## config.mk

```make
export PLATFORM = sky130hd
export DESIGN_NAME = rho_func
export DESIGN_NICKNAME = d
export VERILOG_FILES = /design/src/rtl/rho_func.sv
export SDC_FILE = /design/constraint.sdc
export NUM_CORES = 2
export LEC_CHECK = 0
export CORE_MARGIN = 10
export CORE_UTILIZATION = 60
export DETAILED_ROUTE_END_ITERATION = 16
export GPL_TIMING_DRIVEN = 0
export PLACE_DENSITY = 0.76
export SKIP_CTS_REPAIR_TIMING = 1
export SLEW_MARGIN = 30
export SYNTH_ARGS = -nofsm -noshare
export SYNTH_HDL_FRONTEND = slang
export SYNTH_SLANG_ARGS = --single-unit
```

## constraint.sdc

```tcl
create_clock -name clk -period 7.1 [get_ports clk]
set_input_delay 1.775 -clock clk [delete_from_list [all_inputs] [get_ports clk]]
set_output_delay 1.775 -clock clk [all_outputs]
set_load 0.02 [all_outputs]
```

## src/rtl/rho_func.sv

```systemverilog
// Rho lane-rotation stage: buffers one 64-slice Keccak state, then replays it
// with every lane (x,y) rotated along z by its fixed rho offset.
module rho_func (
  input  logic        clk,
  input  logic        rst,
  input  logic        start,
  input  logic        in_valid,
  output logic        in_ready,
  input  logic [24:0] in_line,
  output logic        out_valid,
  input  logic        out_ready,
  output logic [24:0] out_line,
  output logic        busy,
  output logic        done
);

  // state  | meaning
  // S_IDLE | waiting for start
  // S_LOAD | accepting 64 input slices into the buffer
  // S_EMIT | presenting 64 rotated output slices
  // S_DONE | one-cycle done pulse, then back to idle
  typedef enum logic [1:0] {S_IDLE, S_LOAD, S_EMIT, S_DONE} state_t;

  state_t      state_q;
  logic [5:0]  in_cnt_q, out_cnt_q;
  logic [5:0]  in_cnt_d, out_cnt_d;
  logic        in_ready_q, out_valid_q, busy_q, done_q;
  logic [24:0] buf_q [64];
  logic        in_fire, out_fire;

  // Rho offset for bit index 5*x+y.
  function automatic logic [5:0] rho_off(input int lane);
    case (lane)
      0:  return 6'd0;
      1:  return 6'd36;
      2:  return 6'd3;
      3:  return 6'd41;
      4:  return 6'd18;
      5:  return 6'd1;
      6:  return 6'd44;
      7:  return 6'd10;
      8:  return 6'd45;
      9:  return 6'd2;
      10: return 6'd62;
      11: return 6'd6;
      12: return 6'd43;
      13: return 6'd15;
      14: return 6'd61;
      15: return 6'd28;
      16: return 6'd55;
      17: return 6'd25;
      18: return 6'd21;
      19: return 6'd56;
      20: return 6'd27;
      21: return 6'd20;
      22: return 6'd39;
      23: return 6'd8;
      24: return 6'd14;
      default: return 6'd0;
    endcase
  endfunction

  assign in_fire   = in_valid & in_ready_q;
  assign out_fire  = out_valid_q & out_ready;
  assign in_cnt_d  = in_cnt_q + 6'd1;
  assign out_cnt_d = out_cnt_q + 6'd1;

  always_ff @(posedge clk) begin
    if (rst) begin
      state_q     <= S_IDLE;
      in_cnt_q    <= 6'd0;
      out_cnt_q   <= 6'd0;
      in_ready_q  <= 1'b0;
      out_valid_q <= 1'b0;
      busy_q      <= 1'b0;
      done_q      <= 1'b0;
    end else begin
      done_q <= 1'b0;
      case (state_q)
        S_IDLE: begin
          if (start) begin
            state_q    <= S_LOAD;
            in_cnt_q   <= 6'd0;
            out_cnt_q  <= 6'd0;
            in_ready_q <= 1'b1;
            busy_q     <= 1'b1;
          end
        end
        S_LOAD: begin
          if (in_fire) begin
            in_cnt_q <= in_cnt_d;
            if (in_cnt_q == 6'd63) begin
              state_q     <= S_EMIT;
              in_ready_q  <= 1'b0;
              out_valid_q <= 1'b1;
            end
          end
        end
        S_EMIT: begin
          if (out_fire) begin
            out_cnt_q <= out_cnt_d;
            if (out_cnt_q == 6'd63) begin
              state_q     <= S_DONE;
              out_valid_q <= 1'b0;
              busy_q      <= 1'b0;
              done_q      <= 1'b1;
            end
          end
        end
        S_DONE: state_q <= S_IDLE;
        default: state_q <= S_IDLE;
      endcase
    end
  end

  // Buffer contents survive reset; only the counters restart.
  always_ff @(posedge clk) begin
    if (in_fire) buf_q[in_cnt_q] <= in_line;
  end

  always_comb begin
    out_line = '0;
    for (int i = 0; i < 25; i++) begin
      out_line[i] = buf_q[out_cnt_q - rho_off(i)][i];
    end
  end

  assign in_ready  = in_ready_q;
  assign out_valid = out_valid_q;
  assign busy      = busy_q;
  assign done      = done_q;

endmodule

```

# == Yosys cells after proc, flatten, opt, wreduce, memory -nomap -nowiden ==
# Memories as Yosys holds them, arrays and structs flattened. A register that Yosys moved wholly into a read port is not among the register bits.
# Cells that the tools add are included.
# totals
output_inout_bits,29
mem_count,1
inputBits,30
ram_bits,1600
ff_bits,18
# mem_list
memory,words,width,rd,rd_ports_with_merged_regs,wr,line,rtl
buf_q,64,25,25,1,1,28,logic [24:0] buf_q [64];
# op_classes
add_sub_neg,26
bitwise_logic,4
eq_ne,10
mux,26
n_reduce_logical,11
# ops
cell,count
$sub A6 B6 Y6 const B,10
$sub A6 B5 Y6 const B,6
$mux W6,5
$pmux W6 S2,2
$sub A6 B4 Y6 const B,4
$add A6 B1 Y6 const B,2
$eq A6 B6 Y1 const B,2
$sub A6 B2 Y6 const B,2
$mux W1,10
$mux W2,5
$ne A2 B2 Y1 const B,5
$reduce_and A5 Y1,2
$pmux W2 S4,1
$reduce_and A4 Y1,2
$pmux W1 S2,3
$reduce_and A3 Y1,2
$reduce_bool A2 Y1,3
$sub A6 B1 Y6 const B,1
$sub A6 B3 Y6 const B,1
$eq A2 B2 Y1 const B,2
$reduce_or A3 Y1,1
$and A1 B1 Y1,2
$eq A2 B1 Y1 const B,1
$logic_not A2 Y1,1
$not A1 Y1,2

# == Longest topological paths before layout ==
# depth
word_depth,5
mapped_depth,16

# == Least setup slack after synthesis ==
# No wires, ideal clock.
# synth_path
kind,register to output
startpoint,reg out_cnt_q[1]
endpoint,out out_line[5]
n_path_buf,8
stages_incl_launch_ff,15
arrival_time_ns,3.839
t_required_ns,5.325
path_slack_ns,1.486
path_cell_list,dfxtp_1 -> buf_2 -> buf_2 -> buf_4 -> buf_4 -> buf_2 -> inv_1 -> ha_1 -> buf_2 -> buf_1 -> buf_1 -> mux4_2 -> mux4_2 -> mux2i_1 -> mux2i_1
# synth_between
elab_chain_cells,2
# synth_rtl
item,line,rtl
"start, declared",25,"logic [5:0] in_cnt_q, out_cnt_q;"
"start signal, assigned",101,out_cnt_q <= out_cnt_d;
$sub A6 B1 Y6,124,out_line[i] = buf_q[out_cnt_q - rho_off(i)][i];
$mem_v2 Z64 W25,-,
"end, declared",12,"output logic [24:0] out_line,"
# Every way passes these cells.

# == Worst setup path in the final report ==
# layout_path
startpoint,reg out_cnt_q[0]
endpoint,out out_line[20]
# layout_between
elab_chain_cells,2
# layout_rtl
item,line
$sub A6 B5 Y6,124
$mem_v2 Z64 W25,-
# Every way passes these cells.

==> impl_metrics.ini <==
[grt]
grt_pass1_wl_mm = 291
grt_max_degree = 57
grt_pass1_vias = 34627
grt_usage_pct = 36.8
antenna_found_initial = 7
grt_overflow = 0

[route]
ant_nets = 0
drtPass1Iterations = 6
initialDrtViolationCount = 7387
num_vias = 35035
finalWirelength_mm = 215
avgViaCountPerCell = 7.70
routedWlPerCell_um = 47.3
drcViolationCount = 0

[pwr]
p_seq_share_pct = 45.2
switching_share_pct = 26.7
p_int_mw = 17.2
p_per_area_nw_per_um2 = 313
combPwrFrac_pct = 19.4
leakage_nw = 23.3
power.switching_mw = 6.26
ir_drop_mv = 0.271
pwr-share-clk_pct = 35.5

[synth]
netlist_area_um2 = 63000
ys_warn_count = 0
synthXorXnorAreaFrac_pct = 0.779
async_flop_share_pct = 0
synth-simple-area-share_pct = 1.53
synth_area_leaders = edfxtp_1, mux4_2, dfxtp_1, nor2_1, xnor2_1
synth-edff-count = 1600
synth_top_area_share_pct = 76.3
syn_nets = 2726
synth_fa_ha_area_share_pct = 0.477
syn-mean-instance-area_um2 = 23.6
synth-compound-area-share_pct = 0.803
synth_top_family_by_area = multiplexers
muxShareOfSynthArea_pct = 18.2
yosys_most_used_dff = edfxtp_1
synth_seq_cells = 1624
yosysTopAreaCell = edfxtp_1
ys_seq_area_share_pct = 77.1
yosysUniqueCellTypes = 45
synthCells = 2672

[floorplan]
io_pins = 59
core_area_um2 = 104000
rows = 118
start_util_pct = 60.7
die_y_um = 344
die_area_um2 = 118000
die_w_um = 344

[final_layout]
synthToLayoutAreaGrowth_pct = 19.0
most-common-layout-cells = edfxtp_1, mux4_2, clkbuf_16, buf_16, nand2_1
final_nets = 3096
mostFrequentLayoutCell = edfxtp_1
n_fill_cell = 5297
final_layout_size_suffix_gt1_share_pct = 34.3
design_area_um2 = 74900
final_cells = 4548

[sta]
setup_slack_ps = -151
final-setup-viol-count = 3
hold_viol = 0
rsz0062_at_grt = yes
tightestPinTransition_ps = 1130
maxSlewHeadroom_pct = 23.9
fin_crit_ps = 7250
fmax_mhz = 138
period_share_pct = 102
fin_hold_ws_ps = 534
finalMaxSlewViolations = 0
finClkSkew_ps = 34.9

[critical_path]
cp_data_required_time_ps = 5330
cpPeakStageDelay_ps = 600
startpoint_type = register
cp_slowest_cell = clkdlybuf4s50_1
criticalPathCategory = register to output pin
cp-end-kind = output pin
cp_max_fo = 10
path_cells = buf_2 -> buf_6 -> buf_12 -> buf_8 -> buf_6 -> inv_1 -> ha_1 -> buf_4 -> buf_4 -> mux4_2 -> mux4_2 -> a211oi_1 -> a21oi_1 -> clkdlybuf4s50_1
critPathArrivalTime_ps = 5480

[placed_design]
portBuffers = 57
globalplace.congestion = 0.940
placed_cell_area_um2 = 69700
placed_cells = 4268
dp_hpwl_mm = 135

[status]
outcome = finished with violations
violations = setup timing

[clock_tree]
cts.sinks = 1624
insertion_delay_ps = 790
cts_root_buf = clkbuf_16
cts_buffers = 155
cts_tree = yes
ctsHtreeMaxLevel = 4
clock_path_buffers = 3
clk_pin_slew_worst_paths_ps = 60

[worst_hold_path]
hp-class = register to register

[run]
drv_cap = 0
-- state kept, by name, indices dropped and copies added, names as in the netlist, named ones only --
name       cells
out_cnt_q      6
done           1
buf_q       1600
out_valid      1
in_cnt_q       6
busy           1
state_q        2
in_ready       1
-- per-stage QoR --
step / setup WS [ps] / util [%] / total power [mW] / setup TNS (ps)
finish: -151 / 72.2 / 23.4 / -306
global route: -143 / 72.2 / 23.8 / -245
CTS: -1920 / 71.9 / 23.2 / -31290
detailed placement: -934 / 67.2 / 15.0 / -13260
global placement: -869 / 62.9 / 14.9 / -13430
floorplan: 1490 / - / 13.4 / 0
-- cell families after synthesis --
logic type	count (synthesis)
flip-flops	1624
multiplexers	520
AND/OR/NAND/NOR	222
buffers and inverters	145
AO/OA/AOI/OAI	81
XOR/XNOR	56
adder cells (fa/ha/maj)	24
-- Yosys cell counts, types with 2 or more instances --
cell / instances
nand3_1: 10
xor2_1: 20
and2_1: 13
buf_2: 40
nand3b_1: 4
buf_6: 11
nand4_1: 5
ha_1: 24
clkbuf_1: 39
xnor2_1: 36
edfxtp_1: 1600
a21oi_1: 26
o21ai_0: 12
or3b_2: 2
nor2_1: 93
and3_1: 3
o211ai_1: 3
a311oi_1: 2
buf_4: 19
a21o_1: 2
mux2i_1: 19
nand2b_1: 2
a31oi_1: 13
nor2b_1: 6
buf_1: 26
mux2_2: 4
or2_2: 4
mux4_2: 497
a211oi_1: 13
nand2_1: 77
dfxtp_1: 24
inv_1: 10
-- critical path: cells and delay by family, from the launching register on --
kind,cells,cell delay (ps)
buffers and inverters,9,2550
muxes,2,880
adders and majority gates,1,460
AOI/OAI and AO/OA,2,380
DFF,1,370
-- final cells by class --
type	count	area, um^2	share of cell area, %
Antenna cell	5	12.5	0.0167
Clock inverter	86	772	1.03
Inverter	10	37.5	0.0501
Multi-Input combinational cell	903	14300	19.1
Buffer	132	867	1.16
Tap cell	1380	1730	2.30
Sequential cell	1624	48500	64.8
Timing Repair Buffer	216	4510	6.02
Clock buffer	192	4190	5.59
-- per-layer routing --
layer | track usage [%] | up-vias | part of all wire [%]
li1 | - | 12139 | -
met1 | 46.7 | 17824 | 30
met2 | 53.2 | 4149 | 44
met3 | 16.0 | 913 | 18
met4 | 21.0 | 10 | 7.3
met5 | 0 | - | 0.032
-- power by group through the flow --
stage	clock [mW]	combinational, mW	sequential [mW]
global placement	0	4.06	10.8
floorplan	0	2.64	10.8
CTS	8.24	4.36	10.6
detailed placement	0	4.24	10.8
global route	8.59	4.62	10.6
finish	8.32	4.54	10.6
-- worst paths after layout --
path	to	slack, ps	cells past startpoint	start
worst max register to register	register	3820	12	out_cnt_q[0]
worst min register to register	out_valid	530	2	out_valid
worst min-delay path	out_valid	530	2	out_valid
worst max-delay path	out_line[20]	-150	14	out_cnt_q[0]
Power figures use the tool's default switching activity.
